## config.mk

```make
export PLATFORM = sky130hd
export DESIGN_NAME = sha256_digest_serializer
export DESIGN_NICKNAME = d
export VERILOG_FILES = /design/src/rtl/sha256_digest_serializer.sv
export SDC_FILE = /design/constraint.sdc
export NUM_CORES = 1
export LEC_CHECK = 0
export BUFFER_PORTS_ARGS = -buffer_cell sky130_fd_sc_hd__buf_2
export CAP_MARGIN = 20
export CORE_MARGIN = 5
export CORE_UTILIZATION = 58
export CTS_BUF_LIST = sky130_fd_sc_hd__clkbuf_8 sky130_fd_sc_hd__clkbuf_16
export DETAILED_ROUTE_END_ITERATION = 8
export PLACE_DENSITY = 0.91
export RECOVER_POWER = 100
export SLEW_MARGIN = 10
export SYNTH_ARGS = -nofsm -noshare
export SYNTH_HDL_FRONTEND = slang
export SYNTH_SLANG_ARGS = --single-unit
```

## constraint.sdc

```tcl
create_clock -name CLK -period 22.8 [get_ports CLK]
set_clock_uncertainty 0.2 [all_clocks]
set_input_delay 2.28 -clock CLK [delete_from_list [all_inputs] [get_ports CLK]]
set_output_delay 2.28 -clock CLK [all_outputs]
set_load 0.02 [all_outputs]
```

## src/rtl/sha256_digest_serializer.sv

```systemverilog
// Streams a captured 256-bit SHA-256 digest out one WORD_W beat at a time, H0 first.
// Latency: load_i sampled at edge N -> first word valid from cycle N+1; done_o pulses one cycle after the last transfer.
// Backpressure: valid/ready; word/idx/last hold while ready_i=0. SHA256_SER_BSWAP_EN byte-reverses word_o.
module sha256_digest_serializer #(
  parameter int WORD_W    = 32,
  parameter int NUM_WORDS = 8
) (
  input  logic                        CLK,
  input  logic                        RST,
  input  logic                        load_i,
  input  logic [WORD_W*NUM_WORDS-1:0] digest_i,
  output logic                        busy_o,
  output logic [WORD_W-1:0]           word_o,
  output logic                        valid_o,
  input  logic                        ready_i,
  output logic                        last_o,
  output logic [$clog2(NUM_WORDS)-1:0] idx_o,
  output logic                        done_o
);

  localparam int IDX_W = $clog2(NUM_WORDS);
  localparam int BUF_W = WORD_W * NUM_WORDS;
  localparam logic [IDX_W-1:0] LAST_IDX = IDX_W'(NUM_WORDS - 1);

  typedef enum logic [1:0] {
    IDLE = 2'd0,
    SEND = 2'd1,
    DONE = 2'd2
  } state_t;

  state_t            state_q, state_d;
  logic [BUF_W-1:0]  buf_q,   buf_d;
  logic [IDX_W-1:0]  idx_q,   idx_d;
  logic [WORD_W-1:0] cur_word;

  // State, shift buffer and word index registers.
  always_ff @(posedge CLK or posedge RST) begin
    if (RST) begin
      state_q <= IDLE;
      buf_q   <= '0;
      idx_q   <= '0;
    end else begin
      state_q <= state_d;
      buf_q   <= buf_d;
      idx_q   <= idx_d;
    end
  end

  // Next-state: capture in IDLE, shift out on each accepted beat, one DONE cycle.
  always_comb begin
    state_d = state_q;
    buf_d   = buf_q;
    idx_d   = idx_q;
    case (state_q)
      IDLE: begin
        if (load_i) begin
          buf_d   = digest_i;
          idx_d   = '0;
          state_d = SEND;
        end
      end
      SEND: begin
        // valid_o is always high here, so ready_i alone marks a transfer.
        if (ready_i) begin
          buf_d = {buf_q[BUF_W-WORD_W-1:0], {WORD_W{1'b0}}};
          if (idx_q == LAST_IDX) begin
            idx_d   = '0;
            state_d = DONE;
          end else begin
            idx_d = idx_q + 1'b1;
          end
        end
      end
      DONE: begin
        state_d = IDLE;
      end
      default: begin
        state_d = IDLE;
      end
    endcase
  end

  // Output decode, purely from registers; optional byte reversal for little-endian hosts.
  always_comb begin
    cur_word = buf_q[BUF_W-1 -: WORD_W];
    word_o   = '0;
`ifdef SHA256_SER_BSWAP_EN
    for (int b = 0; b < WORD_W / 8; b++) begin
      word_o[8*b +: 8] = cur_word[WORD_W-8-8*b +: 8];
    end
`else
    word_o = cur_word;
`endif
    busy_o  = (state_q != IDLE);
    valid_o = (state_q == SEND);
    last_o  = (state_q == SEND) && (idx_q == LAST_IDX);
    done_o  = (state_q == DONE);
    idx_o   = idx_q;
  end

endmodule

```

==> flow_summary.json <==
{
  "cts_max_level": 1,
  "maximum_number_of_pins_on_one_net_before_global_route_repair": 112,
  "crit_path_start_kind": "input port",
  "worst_hold_path_type": "reg2reg",
  "synthXorXnorAreaFrac_pct": 0,
  "worst-endpoint-required_ns": 23.05,
  "fin_crit_ns": 9.22,
  "hold_slack_ns": 0.287,
  "cts_hold_repair.buffers": 0,
  "first_iter_violations": 351,
  "globalRoute.totalOverflow": 0,
  "pre_cts_ws_ns": 17.58,
  "place_hpwl_um": 19600,
  "pwr_density_cell_mw_per_mm2": 136,
  "drtPass1Iterations": 4,
  "postSynthNetCount": 1108,
  "violations": "capacitance limit, slew limit",
  "routed_wl_um": 28100,
  "drc": 0,
  "timing.critical_path.slowest_cell_delay_ns": 3.27,
  "synth_cell_types": 22,
  "synth_warnings": 0,
  "finalHoldViolations": 0,
  "ys_top_cells_by_area": "dfrtp_1 (52%), mux2_2 (31%), mux2_1 (9.1%)",
  "gp_routability_congestion": 0.799,
  "clock_insertion_delay_worst_skew_ns": 0.53,
  "totalNegativeSetupSlack_ns": 0,
  "clkTransAtPathRegs_ns": 0.06,
  "post_synthesis_sequential_area_ratio_pct": 52.0,
  "die-height_um": 157,
  "nNetsFinal": 1358,
  "post-cts-setup-buffer-count": 0,
  "io_pins": 299,
  "timing.critical_path.max_delay_family": "buffers and inverters",
  "compound_gate_portion_of_the_synthesized_area_pct": 2.58,
  "critPathMaxFanout": 84,
  "initial_utilization_pct": 59.3,
  "cts.sinks": 261,
  "final-max-slew-violation-count": 580,
  "postLayoutSetupSlackWorst_ns": 13.58,
  "synth_top_family_by_area": "multiplexers",
  "maximum_operating_frequency_mhz": 108,
  "most_repeated_library_cell_on_the_critical_path": "clkbuf_1",
  "ys_ff_latch": 261,
  "slew_headroom_pct": -218,
  "crit_chain": "buf_2 > nor3b_1 > clkbuf_1 > a21oi_4 > clkbuf_1 > clkbuf_1 > mux2_2",
  "first_pass_grt_wire_length_um": 44700,
  "cp.buffers_inverters": 4,
  "cts-root-to-sink-buffers": 3,
  "fp.coreArea_mm2": 0.0212,
  "netlist_area_before_placement_mm2": 0.0126,
  "synth_largest_area_cell": "dfrtp_1",
  "fill_cells": 1450,
  "first_global_vias": 8309,
  "total_leakage_power_nw": 7.08,
  "areaGrowthSynthToFinish_pct": 17.8,
  "setup.worst_path.class": "in2reg",
  "share_of_the_clock_period_used_by_the_worst_path_pct": 40.5,
  "synthesis.area_per_instance_um2": 14.8,
  "post_synth_fa_ha_maj_area_fraction_pct": 0.199,
  "detail_route.wl_per_cell_um": 20.1,
  "max_cap_violations": 9,
  "crit_path_top_delay_cell": "clkbuf_1",
  "die_x_um": 157,
  "critical_path.endpoint_type": "flip-flop",
  "post_route_cells_drive_above_1_share_pct": 58.7,
  "route.vias.total": 7691,
  "clock_tree_from_tritoncts": "done",
  "critPathArrivalTime_ns": 9.47,
  "root_cell_of_the_clock_tree": "clkbuf_16",
  "slew_at_the_pin_with_the_worst_max_slew_slack_ns": 4.74,
  "detail_route.vias_per_cell": 5.50,
  "tritoncts.num_buffers": 27,
  "placementRows": 53,
  "die_area_mm2": 0.0247,
  "grt_antenna_before_repair": 8,
  "cts_repair_resize_count": 0,
  "groute.usage.overall_pct": 22.6,
  "yosys.area_share.simple_pct": 0.419,
  "post_syn_instances": 846,
  "setup_viol_count_final": 0,
  "vdd_ir_drop_max_mv": 0.109,
  "antenna_left": 0,
  "yosys.area.top_type_share_pct": 52.0,
  "unrepaired_setup_endpoints_after_global_routing": "no",
  "io_buffer_count": 298,
  "outcome": "finished with violations",
  "post_synth_mux_area_share_pct": 40.3
}
## worst register-to-register path, delay by kind of cell (launching register included)
kind                   cells  cell delay (ns)
DFF                        1             0.38
buffers and inverters      3             5.81
and+or+nand+nor            1             1.26
muxes                      1             0.65
AOI/OAI and AO/OA          1             0.26
## Yosys cell counts
library cell	instances
mux2_2	348
a21oi_4	1
and2_1	1
and3_1	1
nand2b_1	1
buf_4	52
a22o_1	32
buf_1	2
ha_1	2
nor2b_1	1
dfrtp_1	261
a21o_1	1
mux2_1	101
a32o_1	2
nor3_1	1
inv_2	1
nand2_1	1
clkbuf_1	8
buf_2	26
inv_1	1
or2_2	1
nor3b_2	1
## metrics by stage
step                instances  util [%]  area (µm²)  power [mW]
floorplan                 846         -       12600        1.41
global placement         1341      65.8       13900        1.50
detailed placement       1341      65.8       13900        1.55
CTS                      1389      70.3       14900        2.02
global route             1398      69.9       14800        2.14
finish                   1399      69.9       14800        2.01
## cell type report
type	count	area, µm²	area share, %
diodes	9	22.5	0.152
clock buffers	31	731	4.94
clock inverters	17	208	1.40
inverters	2	8.76	0.0592
multi-input cells	495	5450	36.9
flip-flops and latches	261	6530	44.1
well taps	275	344	2.33
repair buffers	309	1500	10.1
## report_power, final
group | total [mW] | internal (mW) | switching [mW]
sequential | 0.777 | 0.667 | 0.110
clock | 0.463 | 0.284 | 0.179
combinational | 0.773 | 0.448 | 0.325
total | 2.01 | 1.40 | 0.613
## kinds of logic after synthesis
| group | Yosys count |
|---|---|
| flops | 261 |
| fa+ha+maj | 2 |
| compound gates | 36 |
| mux | 449 |
| buf+inv | 90 |
| simple gates | 8 |
## sequential cells by signal, summed over array words and instances, names as in the netlist
| signal | flops |
|---|---|
| idx_o | 3 |
| state_q | 2 |
| buf_q | 256 |
## cell usage in the layout (no fill, tap or decap)
cell type	Yosys	final
a21oi_4	1	1
inv_6	0	1
nand2_1	1	1
a22o_1	32	32
nor2b_1	1	1
clkinvlp_2	0	1
a21o_1	1	1
clkbuf_8	0	4
ha_1	2	2
nand2b_1	1	1
a32o_1	2	2
and2_1	1	1
buf_2	26	260
buf_4	52	3
mux2_1	101	104
clkbuf_16	0	27
inv_1	1	6
and3_1	1	1
nor3b_1	0	1
diode_2	0	9
or2_2	1	1
mux2_2	348	345
clkbuf_1	8	46
nor3_1	1	1
dfrtp_1	261	261
bufinv_16	0	5
clkinv_2	0	6
## routing by layer
| layer | vias to the layer above | GRT usage [%] | wire length, µm |
|---|---|---|---|
| li1 | 3582 | - | - |
| met1 | 3843 | 32.3 | 12500 |
| met2 | 214 | 35.8 | 13300 |
| met3 | 50 | 4.04 | 1580 |
| met4 | 2 | 6.55 | 680 |
| met5 | - | 0 | 12 |
## path summary, 6_finish.rpt
| path | start | to | slack (ns) | cells after the start |
|---|---|---|---|---|
| hold reg to reg | buf_q[227]$_DFFE_PP0P_ | buf_q[227]$_DFFE_PP0P_ | 0.29 | 1 |
| min in group asynchronous | RST | buf_q[237]$_DFFE_PP0P_ | 3.01 | 2 |
| setup / recovery | load_i | buf_q[141]$_DFFE_PP0P_ | 13.58 | 7 |
| setup reg to reg | state_q[1]$_DFFE_PP0P_ | buf_q[141]$_DFFE_PP0P_ | 14.15 | 6 |
| max in group asynchronous | RST | buf_q[4]$_DFFE_PP0P_ | 14.24 | 4 |
| hold / removal | buf_q[227]$_DFFE_PP0P_ | buf_q[227]$_DFFE_PP0P_ | 0.29 | 1 |
Note: power is estimated with default switching activity, not from simulation.
